[src/rtl/serial_pkg.sv]
// rtl/serial_pkg.sv - state encoding and line levels shared by serial_tx
package serial_pkg;

    typedef enum logic [2:0] {
        IDLE   = 3'd0,
        START  = 3'd1,
        DATA   = 3'd2,
        PARITY = 3'd3,
        STOP   = 3'd4
    } tx_state_e;

    localparam logic TX_IDLE_LEVEL  = 1'b1;
    localparam logic TX_START_LEVEL = 1'b0;

endpackage

[src/rtl/bit_timer.sv]
// rtl/bit_timer.sv - free-running bit period counter; tick marks the last cycle of a bit
module bit_timer #(
    parameter int CLKS_PER_BIT = 4
) (
    input  logic clk,
    input  logic rst,
    input  logic clear,
    output logic tick
);

    localparam int               CNT_W = $clog2(CLKS_PER_BIT + 1);
    localparam logic [CNT_W-1:0] LAST  = CNT_W'(CLKS_PER_BIT - 1);

    logic [CNT_W-1:0] cnt_q;
    logic [CNT_W-1:0] cnt_d;

    assign tick = (cnt_q == LAST);

    // Clearing on the handshake aligns every frame to a fresh bit period.
    always_comb begin
        cnt_d = cnt_q + CNT_W'(1);
        if (clear || tick) begin
            cnt_d = '0;
        end
    end

    always_ff @(posedge clk or negedge rst) begin
        if (!rst) begin
            cnt_q <= '0;
        end else begin
            cnt_q <= cnt_d;
        end
    end

endmodule

[src/rtl/serial_tx.sv]
// rtl/serial_tx.sv - framed LSB-first serial transmitter; SERIAL_TX_PARITY_EN adds an even parity bit
module serial_tx
    import serial_pkg::*;
#(
    parameter int DATA_W       = 4,
    parameter int CLKS_PER_BIT = 4
) (
    input  logic              clk,
    input  logic              rst,
    input  logic              in_valid,
    input  logic [DATA_W-1:0] in_data,
    output logic              in_ready,
    output logic              tx,
    output logic              busy
);

    localparam int               IDX_W    = (DATA_W > 1) ? $clog2(DATA_W) : 1;
    localparam logic [IDX_W-1:0] LAST_IDX = IDX_W'(DATA_W - 1);

    tx_state_e         state_q, state_d;
    logic [DATA_W-1:0] shift_q, shift_d;
    logic [IDX_W-1:0]  idx_q, idx_d;
    logic              tx_q, tx_d;
    logic              busy_q, busy_d;
    logic              ready_q, ready_d;
    logic              tick;
    logic              accept;

    assign accept   = in_valid && ready_q;
    assign in_ready = ready_q;
    assign tx       = tx_q;
    assign busy     = busy_q;

    bit_timer #(
        .CLKS_PER_BIT(CLKS_PER_BIT)
    ) u_bit_timer (
        .clk  (clk),
        .rst  (rst),
        .clear(accept),
        .tick (tick)
    );

`ifdef SERIAL_TX_PARITY_EN
    localparam tx_state_e AFTER_DATA = PARITY;
    logic parity_q;

    always_ff @(posedge clk or negedge rst) begin
        if (!rst) begin
            parity_q <= 1'b0;
        end else if (accept) begin
            parity_q <= ^in_data;
        end
    end
`else
    localparam tx_state_e AFTER_DATA = STOP;
`endif

    always_comb begin
        state_d = state_q;
        shift_d = shift_q;
        idx_d   = idx_q;
        case (state_q)
            IDLE: begin
                if (accept) begin
                    state_d = START;
                    shift_d = in_data;
                    idx_d   = '0;
                end
            end
            START: begin
                if (tick) begin
                    state_d = DATA;
                end
            end
            DATA: begin
                if (tick) begin
                    if (idx_q == LAST_IDX) begin
                        state_d = AFTER_DATA;
                    end else begin
                        shift_d = shift_q >> 1;
                        idx_d   = idx_q + IDX_W'(1);
                    end
                end
            end
`ifdef SERIAL_TX_PARITY_EN
            PARITY: begin
                if (tick) begin
                    state_d = STOP;
                end
            end
`endif
            STOP: begin
                if (tick) begin
                    state_d = IDLE;
                end
            end
            default: state_d = IDLE;
        endcase
    end

    // Outputs are decoded from the next state so they change on the same edge as the state.
    always_comb begin
        tx_d    = TX_IDLE_LEVEL;
        busy_d  = (state_d != IDLE);
        ready_d = (state_d == IDLE);
        case (state_d)
            START:   tx_d = TX_START_LEVEL;
            DATA:    tx_d = shift_d[0];
`ifdef SERIAL_TX_PARITY_EN
            PARITY:  tx_d = parity_q;
`endif
            default: tx_d = TX_IDLE_LEVEL;
        endcase
    end

    always_ff @(posedge clk or negedge rst) begin
        if (!rst) begin
            state_q <= IDLE;
            shift_q <= '0;
            idx_q   <= '0;
            tx_q    <= TX_IDLE_LEVEL;
            busy_q  <= 1'b0;
            ready_q <= 1'b0;
        end else begin
            state_q <= state_d;
            shift_q <= shift_d;
            idx_q   <= idx_d;
            tx_q    <= tx_d;
            busy_q  <= busy_d;
            ready_q <= ready_d;
        end
    end

endmodule

[config.mk]
export PLATFORM = sky130hd
export DESIGN_NAME = serial_tx
export DESIGN_NICKNAME = d
export VERILOG_FILES = /design/src/rtl/serial_pkg.sv /design/src/rtl/bit_timer.sv /design/src/rtl/serial_tx.sv
export SDC_FILE = /design/constraint.sdc
export NUM_CORES = 1
export LEC_CHECK = 0
export ABC_CLOCK_PERIOD_IN_PS = 2400
export BUFFER_PORTS_ARGS = -buffer_cell sky130_fd_sc_hd__buf_2
export CAP_MARGIN = 25
export CORE_AREA = 2 2 40 42
export DETAILED_ROUTE_END_ITERATION = 6
export DIE_AREA = 0 0 42 44
export GPL_TIMING_DRIVEN = 0
export MAX_ROUTING_LAYER = met4
export PLACE_DENSITY = 0.81
export REMOVE_ABC_BUFFERS = 1
export SYNTH_ARGS = -nofsm -noshare
export SYNTH_HDL_FRONTEND = slang
export SYNTH_HIERARCHICAL = 1
export SYNTH_SLANG_ARGS = --single-unit
[constraint.sdc]
create_clock -name clk -period 2.4 [get_ports clk]
set_clock_uncertainty 0.15 [all_clocks]
set_input_delay 0.48 -clock clk [delete_from_list [all_inputs] [get_ports clk]]
set_output_delay 0.48 -clock clk [all_outputs]
set_load 0.05 [all_outputs]
==> results of run 1 <==
## stage by stage
step / total power [W] / utilization (%) / hold WS, ns / std cells / worst slack [ns]
floorplan: 0.0008203 / - / 0.03441 / 67 / 0.7273
global placement: 0.0009032 / 54.85 / 0.2465 / 92 / 0.6136
detailed placement: 0.0009302 / 54.85 / 0.2484 / 92 / 0.5922
CTS: 0.001076 / 57.50 / 0.2624 / 97 / 0.5700
global route: 0.001160 / 57.50 / 0.3196 / 97 / 0.4043
finish: 0.001064 / 57.50 / 0.2580 / 97 / 0.5778
## Yosys cell counts, drive strengths merged, types with 2 or more instances
cell type	instances
dfrtp	14
nand3b	5
o21ai	4
nor2	5
nor3	4
inv	7
ha	3
a22oi	2
or2	2
a21oi	7
nand2	4
nand3	2
## how the worst min path moves through the flow
| stage | slack [ns] | cells after the start | endpoint | start |
|---|---|---|---|---|
| 2_1_floorplan | 0.03 | 0 | busy | rst |
| 3_3_place_gp | 0.25 | 1 | u_bit_timer/cnt_q[2] | rst |
| 3_5_place_dp | 0.25 | 1 | shift_q[2] | rst |
| 4_1_cts | 0.26 | 3 | shift_q[3] | in_data[3] |
| 5_1_grt | 0.32 | 3 | shift_q[0] | in_data[0] |
| 6_report | 0.26 | 3 | shift_q[3] | in_data[3] |
## layout make-up
type	count	area share, %
Tap cell	16	2.454
Sequential cell	15	46.17
Clock inverter	1	0.6135
Multi-Input combinational cell	45	38.04
Clock buffer	3	2.761
Timing Repair Buffer	10	6.748
Inverter	7	3.221
## routing by layer
metal | routed length, µm | vias up
met2 | 632 | 4
met4 | 24 | 0
met3 | 32 | 4
met1 | 526 | 252
li1 | - | 264
met5 | 0 | -
## flip-flops by register name (all words and copies together) (netlist names)
name	count
shift_q	4
tx	1
idx_q	2
in_ready	1
u_bit_timer/cnt_q	3
state_q	3
busy	1
## worst reg2reg max path: stages, from the launching register on
cell and delay, ns:
dfrtp_1 0.39, ha_1 0.20, ha_1 0.32, mux2_2 0.33, nor3_2 0.22, nor3_1 0.10
## kinds of logic after synthesis
group	count (synthesis)	synth area share (%)
adders and majority gates	3	5.209
AOI/OAI and AO/OA	15	14.24
buffers and inverters	8	4.689
and+or+nand+nor	26	22.05
DFF	15	52.26
muxes	1	1.562
## what timing repair did
action | 4_1_cts | 5_1_grt
gates resized for setup | 0 | 0
hold buffers | 1 | 0
hold endpoints to repair | 14 | 0
## where the power goes
part	internal, W	total [W]	switching, W
Combinational	0.000177	0.000467	0.000290
Clock	0.0000620	0.000144	0.0000824
Sequential	0.000370	0.000453	0.0000827
==> flow_metrics.py, run 1 <==
metrics = {
    "flow_run": {
        "maxCapViolCount": 0,
    },
    "critical_path": {
        "crit_arrival_ns": 1.84,
        "path_cells": "ha_1 > ha_1 > mux2_2 > nor3_2 > nor3_1",
        "required_ns": 2.42,
        "worstReg2RegStart": "u_bit_timer/cnt_q[0]",
        "critPathMostFrequentCell": "ha_1",
        "slowest_delay_ns": 0.39,
        "cp.depth": 5,
        "critPathCaptureType": "flop",
        "cp-startpoint": "u_bit_timer/cnt_q[0]",
        "crit_buf_inv": 0,
        "reg2reg_setup_slack_ns": 0.58,
        "cp_max_fo": 11,
        "worst_path_max_delay_cell": "dfrtp_1",
        "reg2regPathDepth": 5,
        "path_class": "flop to flop",
        "crit_end": "in_ready",
        "start_kind": "flop",
        "r2r-end": "in_ready",
        "cpLargestDelayFamily": "adder cells",
    },
    "timing": {
        "layout_min_cycle_time_ns": 1.822,
        "fin_crit_sh_pct": 75.93,
        "rsz0062_at_grt": "false",
        "worst_pin_slew_ns": 0.4154,
        "hold_viol": 0,
        "maxSlewViolCount": 0,
        "finalSetupTns_ns": 0,
        "fmax_mhz": 548.8,
        "finalSetupViolCount": 0,
        "slew_headroom_pct": 72.30,
    },
    "final_layout": {
        "layout_commonest_cell": "dfrtp_1",
        "diodes": 0,
        "fillers": 130,
        "drive_gt1_share_pct": 25.93,
        "nets": 92,
        "multiInputGateArea_um2": 310.3,
        "syn_to_final_growth_pct": 13.19,
        "seq_area_um2": 376.6,
        "final_area_um2": 815.8,
        "final_cell_mix": "14 x dfrtp_1, 9 x buf_2, 7 x inv_1, 6 x a21oi_1, 5 x nor2_1",
    },
    "detailed_routing": {
        "ant_nets": 0,
        "first_pass_iters": 2,
        "vias": 524,
        "wirelength_mm": 1.216,
        "drc": 0,
        "via_per_inst": 5.402,
        "drt-initial-drc-count": 2,
        "wl_per_cell_um": 12.54,
    },
    "clocking": {
        "cts_root_buf": "clkbuf_4",
        "htreeDepth": 1,
        "cts-buffers-inserted": 3,
        "cts_buffer_depth": 2,
        "cts.sinks": 15,
        "postCtsSetupBuffers": 0,
        "worstSkewPairLatency_ns": 0.28,
        "clk_pin_slew_ns": 0.09,
        "cts_tree": "built",
    },
    "place": {
        "dpl.hpwl_um": 911.2,
        "port_buffers": 9,
        "dpl_cell_area_um2": 778.2,
        "place_congestion": 0.7946,
    },
    "grt": {
        "grt_pass1_vias": 524,
        "grt_max_degree": 16,
        "antenna_found_initial": 0,
        "globalRouteMet2Util_pct": 27.50,
        "grt-ovfl-total": 0,
        "grt_usage_pct": 17.44,
        "grt_pass1_wl_mm": 2.249,
        "use_met1_pct": 20.87,
        "grt-busiest-layer": "met2",
        "globalRouteMet3Util_pct": 3.750,
    },
    "logic_synthesis": {
        "ys_warn_count": 6,
        "netlist_area_um2": 720.7,
        "synth_cell_types": 25,
        "synth_cells": 68,
        "syn_area_per_cell_um2": 10.60,
        "synthTopCellsByArea": "dfrtp_1 49%, ha_1 5.2%, a21oi_1 4.2%",
        "seq_area_frac_synth_pct": 52.26,
        "ys_seq_elements": 15,
        "yosys.area.top_type_share_pct": 48.61,
        "synth_largest_area_cell": "dfrtp_1",
        "synth_ff_type": "dfrtp_1",
        "synth_edf_count": 0,
        "synthArstFlopShare_pct": 100.0,
    },
    "power_and_ir_drop": {
        "ir_drop_mv": 0.7945,
        "p_leak_nw": 0.3748,
        "p_per_area_nw_per_um2": 1305,
    },
    "floorplan": {
        "ios": 10,
        "die_x_um": 42,
        "dieArea_um2": 1848,
        "start_util_pct": 50.79,
        "fp.coreArea_um2": 1419,
        "fp.dieH_um": 44,
        "rows": 14,
    },
    "worst_hold_path": {
        "hp-class": "input pin to flop",
    },
    "outcome": {
        "status": "finished, final reports clean",
    },
}
(Power assumes the default switching activity.)
==> run 2: changes to the inputs <==
--- a/config.mk
+++ b/config.mk
@@ -5,7 +5,7 @@
 export SDC_FILE = /design/constraint.sdc
 export NUM_CORES = 1
 export LEC_CHECK = 0
-export ABC_CLOCK_PERIOD_IN_PS = 2400
+export ABC_CLOCK_PERIOD_IN_PS = 1700
 export BUFFER_PORTS_ARGS = -buffer_cell sky130_fd_sc_hd__buf_2
 export CAP_MARGIN = 25
 export CORE_AREA = 2 2 40 42
==> constraint.sdc (replaced) <==
create_clock -name clk -period 1.7 [get_ports clk]
set_clock_uncertainty 0.15 [all_clocks]
set_input_delay 0.34 -clock clk [delete_from_list [all_inputs] [get_ports clk]]
set_output_delay 0.34 -clock clk [all_outputs]
set_load 0.05 [all_outputs]
==> run 2 against run 1 <==
Net effect: fmax rose by 7.5%; sequential cell count did not move; via count rose by 10%; routed wire length rose by 18%; first-iteration DRC count rose by 100%; clock power rose by 42%; count of clock-buffer cells in the layout did not move.
==> flow_metrics.py, run 2 (synthesized netlist as in run 1, its figures left out) <==
metrics = {
    "outcome": {
        "status": "finished, final reports clean",
    },
    "final_layout": {
        "nets": 98,
        "layout_commonest_cell": "dfrtp_1",
        "syn_to_final_growth_pct": 26.56,
        "largest_reg_flops": 4,
        "final_cells": 103,
        "final_cell_mix": "13 x dfrtp_1, 9 x buf_2, 7 x inv_1",
        "largestRegisters": "shift_q x4, state_q x3, u_bit_timer/cnt_q x3",
        "diodes": 0,
        "drive_gt1_share_pct": 39.08,
        "top_register": "shift_q",
    },
    "grt": {
        "grt-ovfl-total": 0,
        "grt_max_degree": 16,
        "grt_pass1_wl_mm": 2.249,
        "grt_usage_pct": 17.44,
        "antenna_found_initial": 0,
        "grt_pass1_vias": 524,
    },
    "detailed_routing": {
        "drc": 0,
        "vias": 578,
        "via_per_inst": 5.612,
        "first_pass_iters": 4,
        "drt-initial-drc-count": 4,
        "wl_per_cell_um": 13.94,
        "ant_nets": 0,
        "wirelength_mm": 1.436,
    },
    "place": {
        "port_buffers": 9,
        "dpl.hpwl_um": 911.2,
        "place_congestion": 0.7946,
        "place_ws_ns": -0.1078,
        "post-place-cells": 92,
    },
    "flow_run": {
        "maxCapViolCount": 0,
    },
    "critical_path": {
        "reg2regPathDepth": 6,
        "reg2reg_setup_slack_ns": 0.005,
        "required_ns": 1.72,
        "start_kind": "flop",
        "critPathCaptureType": "flop",
        "r2r-end": "busy",
        "path_class": "flop to flop",
        "crit_arrival_ns": 1.72,
        "worstReg2RegStart": "u_bit_timer/cnt_q[0]",
        "cp_max_fo": 5,
    },
    "power_and_ir_drop": {
        "p_leak_nw": 0.4026,
        "ir_drop_mv": 1.240,
        "p_per_area_nw_per_um2": 1856,
    },
    "timing": {
        "hold_viol": 0,
        "whs_ns": 0.1298,
        "worst_pin_slew_ns": 0.3261,
        "finalSetupTns_ns": 0,
        "finalSetupViolCount": 0,
        "rsz0062_at_grt": "true",
        "slew_headroom_pct": 78.26,
        "fmax_mhz": 589.9,
        "fin_ws_ns": 0.004934,
        "fin_crit_sh_pct": 99.71,
        "maxSlewViolCount": 0,
        "layout_min_cycle_time_ns": 1.695,
    },
    "worst_hold_path": {
        "min_path_cells": 3,
        "hp-class": "input pin to flop",
        "hold_path_end": "shift_q[3]",
        "holdCritStartpoint": "in_data[3]",
    },
    "floorplan": {
        "fp.dieH_um": 44,
        "rows": 14,
        "die_x_um": 42,
        "dieArea_um2": 1848,
        "fp.coreArea_um2": 1419,
        "ios": 10,
        "start_util_pct": 50.79,
    },
    "clocking": {
        "worstSkewPairLatency_ns": 0.29,
        "clk_pin_slew_ns": 0.09,
        "cts-buffers-inserted": 3,
        "cts_root_buf": "clkbuf_4",
        "cts_tree": "built",
        "htreeDepth": 1,
        "cts_buffer_depth": 2,
        "cts.sinks": 15,
    },
}
## run 2: cell count changes in the layout (fill, tap and decap cells not counted), moves of 2 or more
cell     previous run  this run
buf_6               0         3
ha_1                3         1
buf_4               0         2
a21oi_1             6         4
a21oi_2             0         3
## run 2: worst max path at each step
stage                                    start  cells after the start  slack (ns)  endpoint
final                     u_bit_timer/cnt_q[0]                      6       0.005      busy
after global routing      u_bit_timer/cnt_q[0]                      6       -0.05      busy
after CTS                 u_bit_timer/cnt_q[0]                      5       0.004  in_ready
after detailed placement  u_bit_timer/cnt_q[0]                      6       -0.11      busy
after global placement    u_bit_timer/cnt_q[0]                      6       -0.09      busy
after floorplan           u_bit_timer/cnt_q[0]                      5        0.03      busy
## run 2: stage by stage
step / util, % / total power (W) / instance area [µm²]
after global placement: 54.85 / 0.001275 / 778.2
after detailed placement: 54.85 / 0.001313 / 778.2
after global routing: 64.29 / 0.001825 / 912.1
after floorplan: - / 0.001158 / 713.2
after CTS: 58.38 / 0.001544 / 828.3
final: 64.29 / 0.001693 / 912.1
## run 2: area by class of cell
type | count | area, µm²
clock buffers | 3 | 22.52
clock inverters | 1 | 5.005
fillers | 116 | 506.7
inverters | 7 | 26.28
multi-input cells | 46 | 356.6
flip-flops and latches | 15 | 377.9
well taps | 16 | 20.02
repair buffers | 15 | 103.9
## run 2: critical path, stage by stage, from the launching register on
cell	delay [ns]
dfrtp_1	0.39
ha_2	0.19
ha_4	0.18
buf_6	0.12
nand3b_1	0.10
a21oi_2	0.09
or3_1	0.37
## run 2: repair_timing
action,4_1_cts,5_1_grt
endpoints found under the setup margin,10,5
buffers inserted,0,5
hold endpoints to repair,14,0
hold buffers,1,0
gates cloned,0,1
pin swaps,0,9
gates resized for setup,2,12
## run 2: layer usage
layer / vias to the layer above / track usage (%) / wire (µm)
met1: 289 / 20.87 / 622
met5: - / - / 0
met4: 0 / 9.677 / 32
li1: 275 / - / -
met3: 5 / 3.750 / 38
met2: 9 / 27.50 / 743
## run 2: power breakdown
part           leakage, nW  total, W  internal (W)  switching, W
combinational        0.201  0.000833      0.000355      0.000478
sequential           0.184  0.000657      0.000525      0.000132
clock               0.0177  0.000204     0.0000876      0.000116
total                0.403   0.00169      0.000967      0.000726
